`src/rtl/nanov_digit_alu_if.sv`:
```
// Handshake and operand/result bundle for the digit-serial ALU.
// master drives start/op/operands; slave returns status, digits and flags.
interface nanov_digit_alu_if #(
   parameter int XLEN    = 32,
   parameter int DIGIT_W = 1
);
   logic               start;
   logic [3:0]         op;
   logic [XLEN-1:0]    a;
   logic [XLEN-1:0]    b;
   logic               busy;
   logic               done;
   logic               res_valid;
   logic [DIGIT_W-1:0] res_digit;
   logic [XLEN-1:0]    result;
   logic               eq;
   logic               lt;
   logic               ltu;

   modport master (
      output start, op, a, b,
      input  busy, done, res_valid, res_digit, result, eq, lt, ltu
   );

   modport slave (
      input  start, op, a, b,
      output busy, done, res_valid, res_digit, result, eq, lt, ltu
   );
endinterface

```
`src/rtl/nanov_digit_alu.sv`:
```
// Digit-serial RV32I ALU: DIGIT_W bits per clock, LSB-first,
// with parallel result and A-B compare flags at done.
module nanov_digit_alu #(
   parameter int XLEN    = 32,
   parameter int DIGIT_W = 1
) (
   input logic              clk,
   input logic              rst,
   nanov_digit_alu_if.slave bus
);
   localparam int N  = XLEN / DIGIT_W;
   localparam int CW = (N > 1) ? $clog2(N) : 1;
   localparam int SW = $clog2(XLEN);
   localparam int DS = $clog2(DIGIT_W);

   localparam logic [3:0] OP_ADD  = 4'b0000;
   localparam logic [3:0] OP_SUB  = 4'b1000;
   localparam logic [3:0] OP_SLL  = 4'b0001;
   localparam logic [3:0] OP_SLT  = 4'b0010;
   localparam logic [3:0] OP_SLTU = 4'b0011;
   localparam logic [3:0] OP_XOR  = 4'b0100;
   localparam logic [3:0] OP_SRL  = 4'b0101;
   localparam logic [3:0] OP_SRA  = 4'b1101;
   localparam logic [3:0] OP_OR   = 4'b0110;
   localparam logic [3:0] OP_AND  = 4'b0111;

   typedef enum logic [1:0] {IDLE, RUN, DONE} state_t;

   state_t             state_q, state_d;
   logic [CW-1:0]      cnt_q, cnt_d;
   logic [XLEN-1:0]    a_q, a_d;
   logic [XLEN-1:0]    b_q, b_d;
   logic [3:0]         op_q, op_d;
   logic               add_c_q, add_c_d;
   logic               cmp_c_q, cmp_c_d;
   logic               ne_q, ne_d;
   logic               dmsb_q, dmsb_d;
   logic [XLEN-1:0]    acc_q, acc_d;
   logic               busy_q, busy_d;
   logic               done_q, done_d;
   logic               vld_q, vld_d;
   logic [DIGIT_W-1:0] dig_q, dig_d;
   logic [XLEN-1:0]    result_q, result_d;
   logic               eq_q, eq_d;
   logic               lt_q, lt_d;
   logic               ltu_q, ltu_d;

   logic               accept;
   logic [XLEN-1:0]    sa, sb;
   logic [3:0]         so, opn;
   logic [CW-1:0]      idx;
   logic [SW-1:0]      off, shamt;
   logic [DIGIT_W-1:0] a_dig, b_dig, sh_dig, dig;
   logic [DIGIT_W:0]   add_sum, cmp_sum;
   logic               sub, is_cmp, cin_add, cin_cmp;
   logic [SW:0]        pos, pl, pr;
   logic               eq_f, lt_f, ltu_f;

   // Digit 0 is computed straight from the inputs on the accepting edge.
   always_comb begin : datapath
      accept  = bus.start && (state_q != RUN);
      sa      = accept ? bus.a : a_q;
      sb      = accept ? bus.b : b_q;
      so      = accept ? bus.op : op_q;
      opn     = so;
      if (so[3] && so != OP_SUB && so != OP_SRA)
         opn = {1'b0, so[2:0]};
      sub     = (opn == OP_SUB);
      is_cmp  = (opn == OP_SLT) || (opn == OP_SLTU);
      idx     = accept ? '0 : cnt_q + 1'b1;
      off     = SW'(idx) << DS;
      a_dig   = DIGIT_W'(sa >> off);
      b_dig   = DIGIT_W'(sb >> off);
      cin_add = accept ? sub : add_c_q;
      cin_cmp = accept ? 1'b1 : cmp_c_q;
      add_sum = {1'b0, a_dig} + {1'b0, sub ? ~b_dig : b_dig}
              + (DIGIT_W+1)'(cin_add);
      cmp_sum = {1'b0, a_dig} + {1'b0, ~b_dig}
              + (DIGIT_W+1)'(cin_cmp);
      shamt   = sb[SW-1:0];
      sh_dig  = '0;
      pos     = '0;
      pl      = '0;
      pr      = '0;
      for (int j = 0; j < DIGIT_W; j++) begin
         pos = {1'b0, off} + (SW+1)'(j);
         pl  = pos - {1'b0, shamt};
         pr  = pos + {1'b0, shamt};
         if (opn == OP_SLL)
            sh_dig[j] = pl[SW] ? 1'b0 : sa[pl[SW-1:0]];
         else if (pr[SW])
            sh_dig[j] = (opn == OP_SRA) & sa[XLEN-1];
         else
            sh_dig[j] = sa[pr[SW-1:0]];
      end
      unique case (opn)
         OP_ADD, OP_SUB:         dig = add_sum[DIGIT_W-1:0];
         OP_SLL, OP_SRL, OP_SRA: dig = sh_dig;
         OP_XOR:                 dig = a_dig ^ b_dig;
         OP_OR:                  dig = a_dig | b_dig;
         OP_AND:                 dig = a_dig & b_dig;
         default:                dig = '0;
      endcase
      eq_f  = ~ne_q;
      ltu_f = ~cmp_c_q;
      lt_f  = (a_q[XLEN-1] ^ b_q[XLEN-1]) ? a_q[XLEN-1] : dmsb_q;
   end

   always_comb begin : control
      state_d  = state_q;
      cnt_d    = cnt_q;
      a_d      = a_q;
      b_d      = b_q;
      op_d     = op_q;
      add_c_d  = add_c_q;
      cmp_c_d  = cmp_c_q;
      ne_d     = ne_q;
      dmsb_d   = dmsb_q;
      acc_d    = acc_q;
      busy_d   = busy_q;
      done_d   = 1'b0;
      vld_d    = vld_q;
      dig_d    = dig_q;
      result_d = result_q;
      eq_d     = eq_q;
      lt_d     = lt_q;
      ltu_d    = ltu_q;
      if (accept || (state_q == RUN && cnt_q != CW'(N-1))) begin
         add_c_d = add_sum[DIGIT_W];
         cmp_c_d = cmp_sum[DIGIT_W];
         dmsb_d  = cmp_sum[DIGIT_W-1];
         dig_d   = dig;
         acc_d   = (acc_q >> DIGIT_W)
                 | (XLEN'(dig) << (XLEN - DIGIT_W));
      end
      if (accept) begin
         state_d = RUN;
         cnt_d   = '0;
         a_d     = bus.a;
         b_d     = bus.b;
         op_d    = bus.op;
         ne_d    = (a_dig != b_dig);
         busy_d  = 1'b1;
         vld_d   = ~is_cmp;
      end else if (state_q == RUN) begin
         if (cnt_q == CW'(N-1)) begin
            state_d  = DONE;
            busy_d   = 1'b0;
            vld_d    = 1'b0;
            done_d   = 1'b1;
            eq_d     = eq_f;
            lt_d     = lt_f;
            ltu_d    = ltu_f;
            result_d = acc_q;
            if (opn == OP_SLT)  result_d = XLEN'(lt_f);
            if (opn == OP_SLTU) result_d = XLEN'(ltu_f);
         end else begin
            cnt_d = cnt_q + 1'b1;
            ne_d  = ne_q | (a_dig != b_dig);
         end
      end else if (state_q == DONE) begin
         state_d = IDLE;
      end
   end

   always_ff @(posedge clk or posedge rst) begin
      if (rst) begin
         state_q  <= IDLE;
         cnt_q    <= '0;
         a_q      <= '0;
         b_q      <= '0;
         op_q     <= '0;
         add_c_q  <= 1'b0;
         cmp_c_q  <= 1'b0;
         ne_q     <= 1'b0;
         dmsb_q   <= 1'b0;
         acc_q    <= '0;
         busy_q   <= 1'b0;
         done_q   <= 1'b0;
         vld_q    <= 1'b0;
         dig_q    <= '0;
         result_q <= '0;
         eq_q     <= 1'b0;
         lt_q     <= 1'b0;
         ltu_q    <= 1'b0;
      end else begin
         state_q  <= state_d;
         cnt_q    <= cnt_d;
         a_q      <= a_d;
         b_q      <= b_d;
         op_q     <= op_d;
         add_c_q  <= add_c_d;
         cmp_c_q  <= cmp_c_d;
         ne_q     <= ne_d;
         dmsb_q   <= dmsb_d;
         acc_q    <= acc_d;
         busy_q   <= busy_d;
         done_q   <= done_d;
         vld_q    <= vld_d;
         dig_q    <= dig_d;
         result_q <= result_d;
         eq_q     <= eq_d;
         lt_q     <= lt_d;
         ltu_q    <= ltu_d;
      end
   end

   assign bus.busy      = busy_q;
   assign bus.done      = done_q;
   assign bus.res_valid = vld_q;
   assign bus.res_digit = dig_q;
   assign bus.result    = result_q;
   assign bus.eq        = eq_q;
   assign bus.lt        = lt_q;
   assign bus.ltu       = ltu_q;
endmodule

```
`src/flat_wrapper.sv`:
```
// flat-port wrapper written by rule: the top's interface ports become plain ports
module nanov_digit_alu_flat 
#(
   parameter int XLEN    = 32,
   parameter int DIGIT_W = 1
)
  (clk, rst, bus_start, bus_op, bus_a, bus_b, bus_busy, bus_done, bus_res_valid, bus_res_digit, bus_result, bus_eq, bus_lt, bus_ltu);
  nanov_digit_alu_if #(.XLEN(XLEN), .DIGIT_W(DIGIT_W)) bus_i ();
  input logic clk;
  input logic rst;
  input wire logic [$bits(bus_i.start)-1:0] bus_start;
  input wire logic [$bits(bus_i.op)-1:0] bus_op;
  input wire logic [$bits(bus_i.a)-1:0] bus_a;
  input wire logic [$bits(bus_i.b)-1:0] bus_b;
  output wire logic [$bits(bus_i.busy)-1:0] bus_busy;
  output wire logic [$bits(bus_i.done)-1:0] bus_done;
  output wire logic [$bits(bus_i.res_valid)-1:0] bus_res_valid;
  output wire logic [$bits(bus_i.res_digit)-1:0] bus_res_digit;
  output wire logic [$bits(bus_i.result)-1:0] bus_result;
  output wire logic [$bits(bus_i.eq)-1:0] bus_eq;
  output wire logic [$bits(bus_i.lt)-1:0] bus_lt;
  output wire logic [$bits(bus_i.ltu)-1:0] bus_ltu;
  assign bus_i.start = bus_start;
  assign bus_i.op = bus_op;
  assign bus_i.a = bus_a;
  assign bus_i.b = bus_b;
  assign bus_busy = bus_i.busy;
  assign bus_done = bus_i.done;
  assign bus_res_valid = bus_i.res_valid;
  assign bus_res_digit = bus_i.res_digit;
  assign bus_result = bus_i.result;
  assign bus_eq = bus_i.eq;
  assign bus_lt = bus_i.lt;
  assign bus_ltu = bus_i.ltu;
  nanov_digit_alu #(.XLEN(XLEN), .DIGIT_W(DIGIT_W)) u_core (.clk(clk), .rst(rst), .bus(bus_i));
endmodule
```
`config.mk`:
```
export PLATFORM = sky130hd
export DESIGN_NAME = nanov_digit_alu_flat
export DESIGN_NICKNAME = d
export VERILOG_FILES = /design/src/rtl/nanov_digit_alu_if.sv /design/src/rtl/nanov_digit_alu.sv /design/src/flat_wrapper.sv
export SDC_FILE = /design/constraint.sdc
export NUM_CORES = 1
export LEC_CHECK = 0
export BUFFER_PORTS_ARGS = -buffer_cell sky130_fd_sc_hd__buf_2
export CAP_MARGIN = 20
export CORE_AREA = 5 5 124 126
export DETAILED_ROUTE_END_ITERATION = 10
export DIE_AREA = 0 0 129 131
export MAX_ROUTING_LAYER = met4
export PLACE_DENSITY = 0.73
export SETUP_SLACK_MARGIN = 0.4
export SYNTH_ARGS = -nofsm -noshare
export SYNTH_HDL_FRONTEND = slang
export SYNTH_SLANG_ARGS = --single-unit
```
`constraint.sdc`:
```
create_clock -name clk -period 5.8 [get_ports clk]
set_clock_uncertainty 0.2 [all_clocks]
set_input_delay 0.58 -clock clk [delete_from_list [all_inputs] [get_ports clk]]
set_output_delay 0.58 -clock clk [all_outputs]
set_load 0.02 [all_outputs]
```
==> impl_metrics.json <==
{
  "outcome": "completed",
  "postSynthRegisterBits": 149,
  "drv_cap": 0,
  "slew_viol_final": 0,
  "cts_post_setup_buffers_inserted": 0,
  "clk_root_buffer_cell": "clkbuf_16",
  "drc": 0,
  "layout_setup_ws_ns": 1.12,
  "most_common_library_cell_in_the_layout_ignoring_fill_and_taps": "nand2_1",
  "dr_vias_cell": 5.58,
  "post_synth_inst_count": 726,
  "unrepaired_setup_endpoints_after_global_routing": "no",
  "floorplan.initialDensity_pct": 51.8,
  "final_min_period_over_clock_period_pct": 80.7,
  "cts.sinks": 149,
  "hold_ws_ns": 0.142,
  "synth_enable_flop_cells": 0,
  "final_standard_cell_utilization_of_the_core_pct": 61.0,
  "maximum_fanout_along_the_worst_path": 27,
  "powerDensity_mw_per_mm2": 622,
  "die-area_sq_mm": 0.0169,
  "first_pass_drt_iterations": 5,
  "clock_latency_ns": 0.43,
  "top_level_pins": 110,
  "drt-total-wl_mm": 17.9,
  "cts_tree": "done",
  "core-area_sq_mm": 0.0142,
  "synth_warn": 0,
  "min_path_type": "in -> reg",
  "drt_first_iter_violations": 452,
  "p_leak_nw": 4.47,
  "place_ws_ns": 1.11,
  "post-route-cell-area_sq_mm": 0.00866,
  "die_h_microns": 131,
  "synth.distinct_cells": 54,
  "grt_max_degree": 106,
  "place_area_sq_mm": 0.00805,
  "fraction_of_registers_with_async_set_reset_pct": 100,
  "achievable-frequency_mhz": 214,
  "timing.critical_path.arrival_ns": 4.76,
  "finish.cell_count_without_fillers": 1021,
  "cts_resized": 0,
  "post_synth_instance_area_sq_mm": 0.00736,
  "final-seq-area_sq_mm": 0.00373,
  "syn_avg_cell_area_sq_um": 10.1,
  "path_delay_family": "compound AO/OA/AOI/OAI gates",
  "type_of_destination_of_the_critical_path": "flip-flop",
  "rows": 44,
  "critical_path.max_stage_delay_ns": 0.51,
  "dp_hpwl_mm": 12.5,
  "worst_path_most_repeated_cell": "nand2_1",
  "worstSetupStartpointType": "flip-flop",
  "port_buffers": 109,
  "routabilityCongestion": 1.01,
  "finalWorstPathRequiredPeriod_ns": 4.68,
  "dominantRegCellSynth": "dfrtp_1",
  "final_layout_size_suffix_gt1_share_pct": 24.6,
  "report.final.hold_viol_count": 0,
  "setup_total_negative_slack_ns": 0,
  "design.final.nets": 912,
  "slew_headroom_pct": 38.7,
  "synthesis.nets": 816,
  "cts_max_path_buffers": 2,
  "tightestPinTransition_ns": 0.919,
  "htreeDepth": 4,
  "grt_first_pass_wirelength_mm": 29.0,
  "ir_drop_mv": 0.255,
  "grt_antenna_before_repair": 2,
  "total_power_consumption_of_the_routed_design_mw": 5.39,
  "cts.clk_slew.worst_paths_ns": 0.06,
  "wl_per_cell_microns": 17.5,
  "num-fill-cells": 1199,
  "multi_input_combinational_cell_area_sq_mm": 0.00339,
  "grt_pass1_vias": 5780,
  "finalSetupViolCount": 0,
  "layout_overhead_on_the_synthesized_area_pct": 17.7,
  "fp.dieW_microns": 129,
  "worst_path_max_delay_cell": "nand2_1",
  "cts_hold_buf": 0,
  "overflow": 0,
  "global_route.usage.total_pct": 22.6,
  "crit_path_cell_trace": "inv_1 > ha_1 > nand2b_4 > nand2_1 > inv_2 > mux2i_1 > o311ai_1 > a211o_1 > a21bo_2 > inv_2 > xnor2_1 > fa_1 > nand2_1 > nand2_1 > a311o_1 > o21ai_0 > o2111ai_1",
  "tritoncts.num_buffers": 17,
  "crit_required_ns": 5.88,
  "placed_cells": 987,
  "final_cell_mix": "nand2_1, dfrtp_1, buf_2",
  "via_count": 5699,
  "critPathBufInv": 3,
  "synth_sequential_area_ratio_pct": 50.7,
  "postRouteAntennaNets": 0,
  "critPathKind": "reg -> reg"
}
==> tightest hold or removal path, stage by stage <==
cell and delay, ns:
buf_2 0.07, nand2_1 0.04, nand2_1 0.05
==> area by class of cell <==
class / count / area share (%)
Multi-Input combinational cell: 515 / 39.2
Timing Repair Buffer: 118 / 7.08
Sequential cell: 149 / 43.1
Tap cell: 184 / 2.66
Clock inverter: 14 / 1.92
Clock buffer: 18 / 5.07
Antenna cell: 2 / 0.0578
Inverter: 21 / 0.968
==> where the power goes <==
group / internal [mW] / total (mW) / leakage (nW) / switching (mW)
Sequential: 1.40 / 1.66 / 1.90 / 0.262
Combinational: 1.17 / 2.61 / 2.28 / 1.44
Clock: 0.657 / 1.12 / 0.288 / 0.461
Total: 3.23 / 5.39 / 4.47 / 2.16
==> logic make-up after synthesis <==
| family | share of synthesized area [%] |
|---|---|
| simple gates | 17.5 |
| buf+inv | 3.38 |
| flops | 50.7 |
| mux | 13.2 |
| fa+ha+maj | 3.64 |
| xor+xnor | 1.31 |
| compound gates | 10.3 |
==> final timing paths <==
check | slack (ns) | end | cells past startpoint | startpoint
min in group asynchronous | 0.17 | u_core.acc_q[2] | 2 | rst
setup / recovery | 1.12 | u_core.bus.res_digit | 17 | u_core.state_q[1]
max in group asynchronous | 4.12 | u_core.bus.result[8] | 3 | rst
hold reg to reg | 0.27 | u_core.b_q[18] | 2 | u_core.b_q[18]
hold / removal | 0.14 | u_core.b_q[26] | 3 | bus_b[26]
setup reg to reg | 1.12 | u_core.bus.res_digit | 17 | u_core.state_q[1]
==> cells in the mapped netlist (2+ instances only) <==
cell type	count	area, sq um
nand2_1	268	1010
dfrtp_1	149	3730
a22o_1	34	298
clkbuf_1	28	105
mux4_2	23	518
mux2_2	22	248
inv_1	18	67.6
nor2_1	17	63.8
mux2i_1	16	160
ha_1	15	188
o21ai_0	15	75.1
nand3_1	11	55.1
a21oi_1	9	45.0
nand2b_1	9	56.3
o221ai_1	8	70.1
buf_2	7	35.0
xnor2_1	7	61.3
buf_1	5	18.8
fa_1	4	80.1
mux2_1	4	45.0
xor2_1	4	35.0
a21o_1	3	22.5
a31oi_1	3	18.8
and3_1	3	18.8
inv_2	3	11.3
nor2b_1	3	18.8
nor3_1	3	15.0
a2111oi_0	2	17.5
a2bb2oi_1	2	17.5
nand4_1	2	12.5
o211a_1	2	20.0
o211ai_1	2	15.0
o311a_1	2	20.0
o311ai_0	2	17.5
o311ai_1	2	17.5
==> routing by layer <==
| layer | GRT usage [%] | vias to the layer above | share of wire, % |
|---|---|---|---|
| met4 | 6.18 | 0 | 1.8 |
| li1 | - | 2675 | - |
| met5 | - | - | 0 |
| met1 | 28.9 | 2817 | 42 |
| met2 | 35.9 | 176 | 49 |
| met3 | 6.18 | 31 | 6.5 |
==> sequential cells by signal, indices dropped and copies added, names as in the netlist <==
name,count
u_core.bus.res_digit,1
u_core.bus.eq,1
u_core.bus.lt,1
u_core.op_q,4
u_core.add_c_q,1
u_core.cnt_q,5
u_core.acc_q,31
u_core.a_q,32
u_core.bus.res_valid,1
u_core.bus.result,32
u_core.cmp_c_q,1
u_core.state_q,2
u_core.bus.done,1
u_core.bus.busy,1
u_core.dmsb_q,1
u_core.bus.ltu,1
u_core.ne_q,1
u_core.b_q,32
No activity file was read; power rests on OpenSTA's default activity.
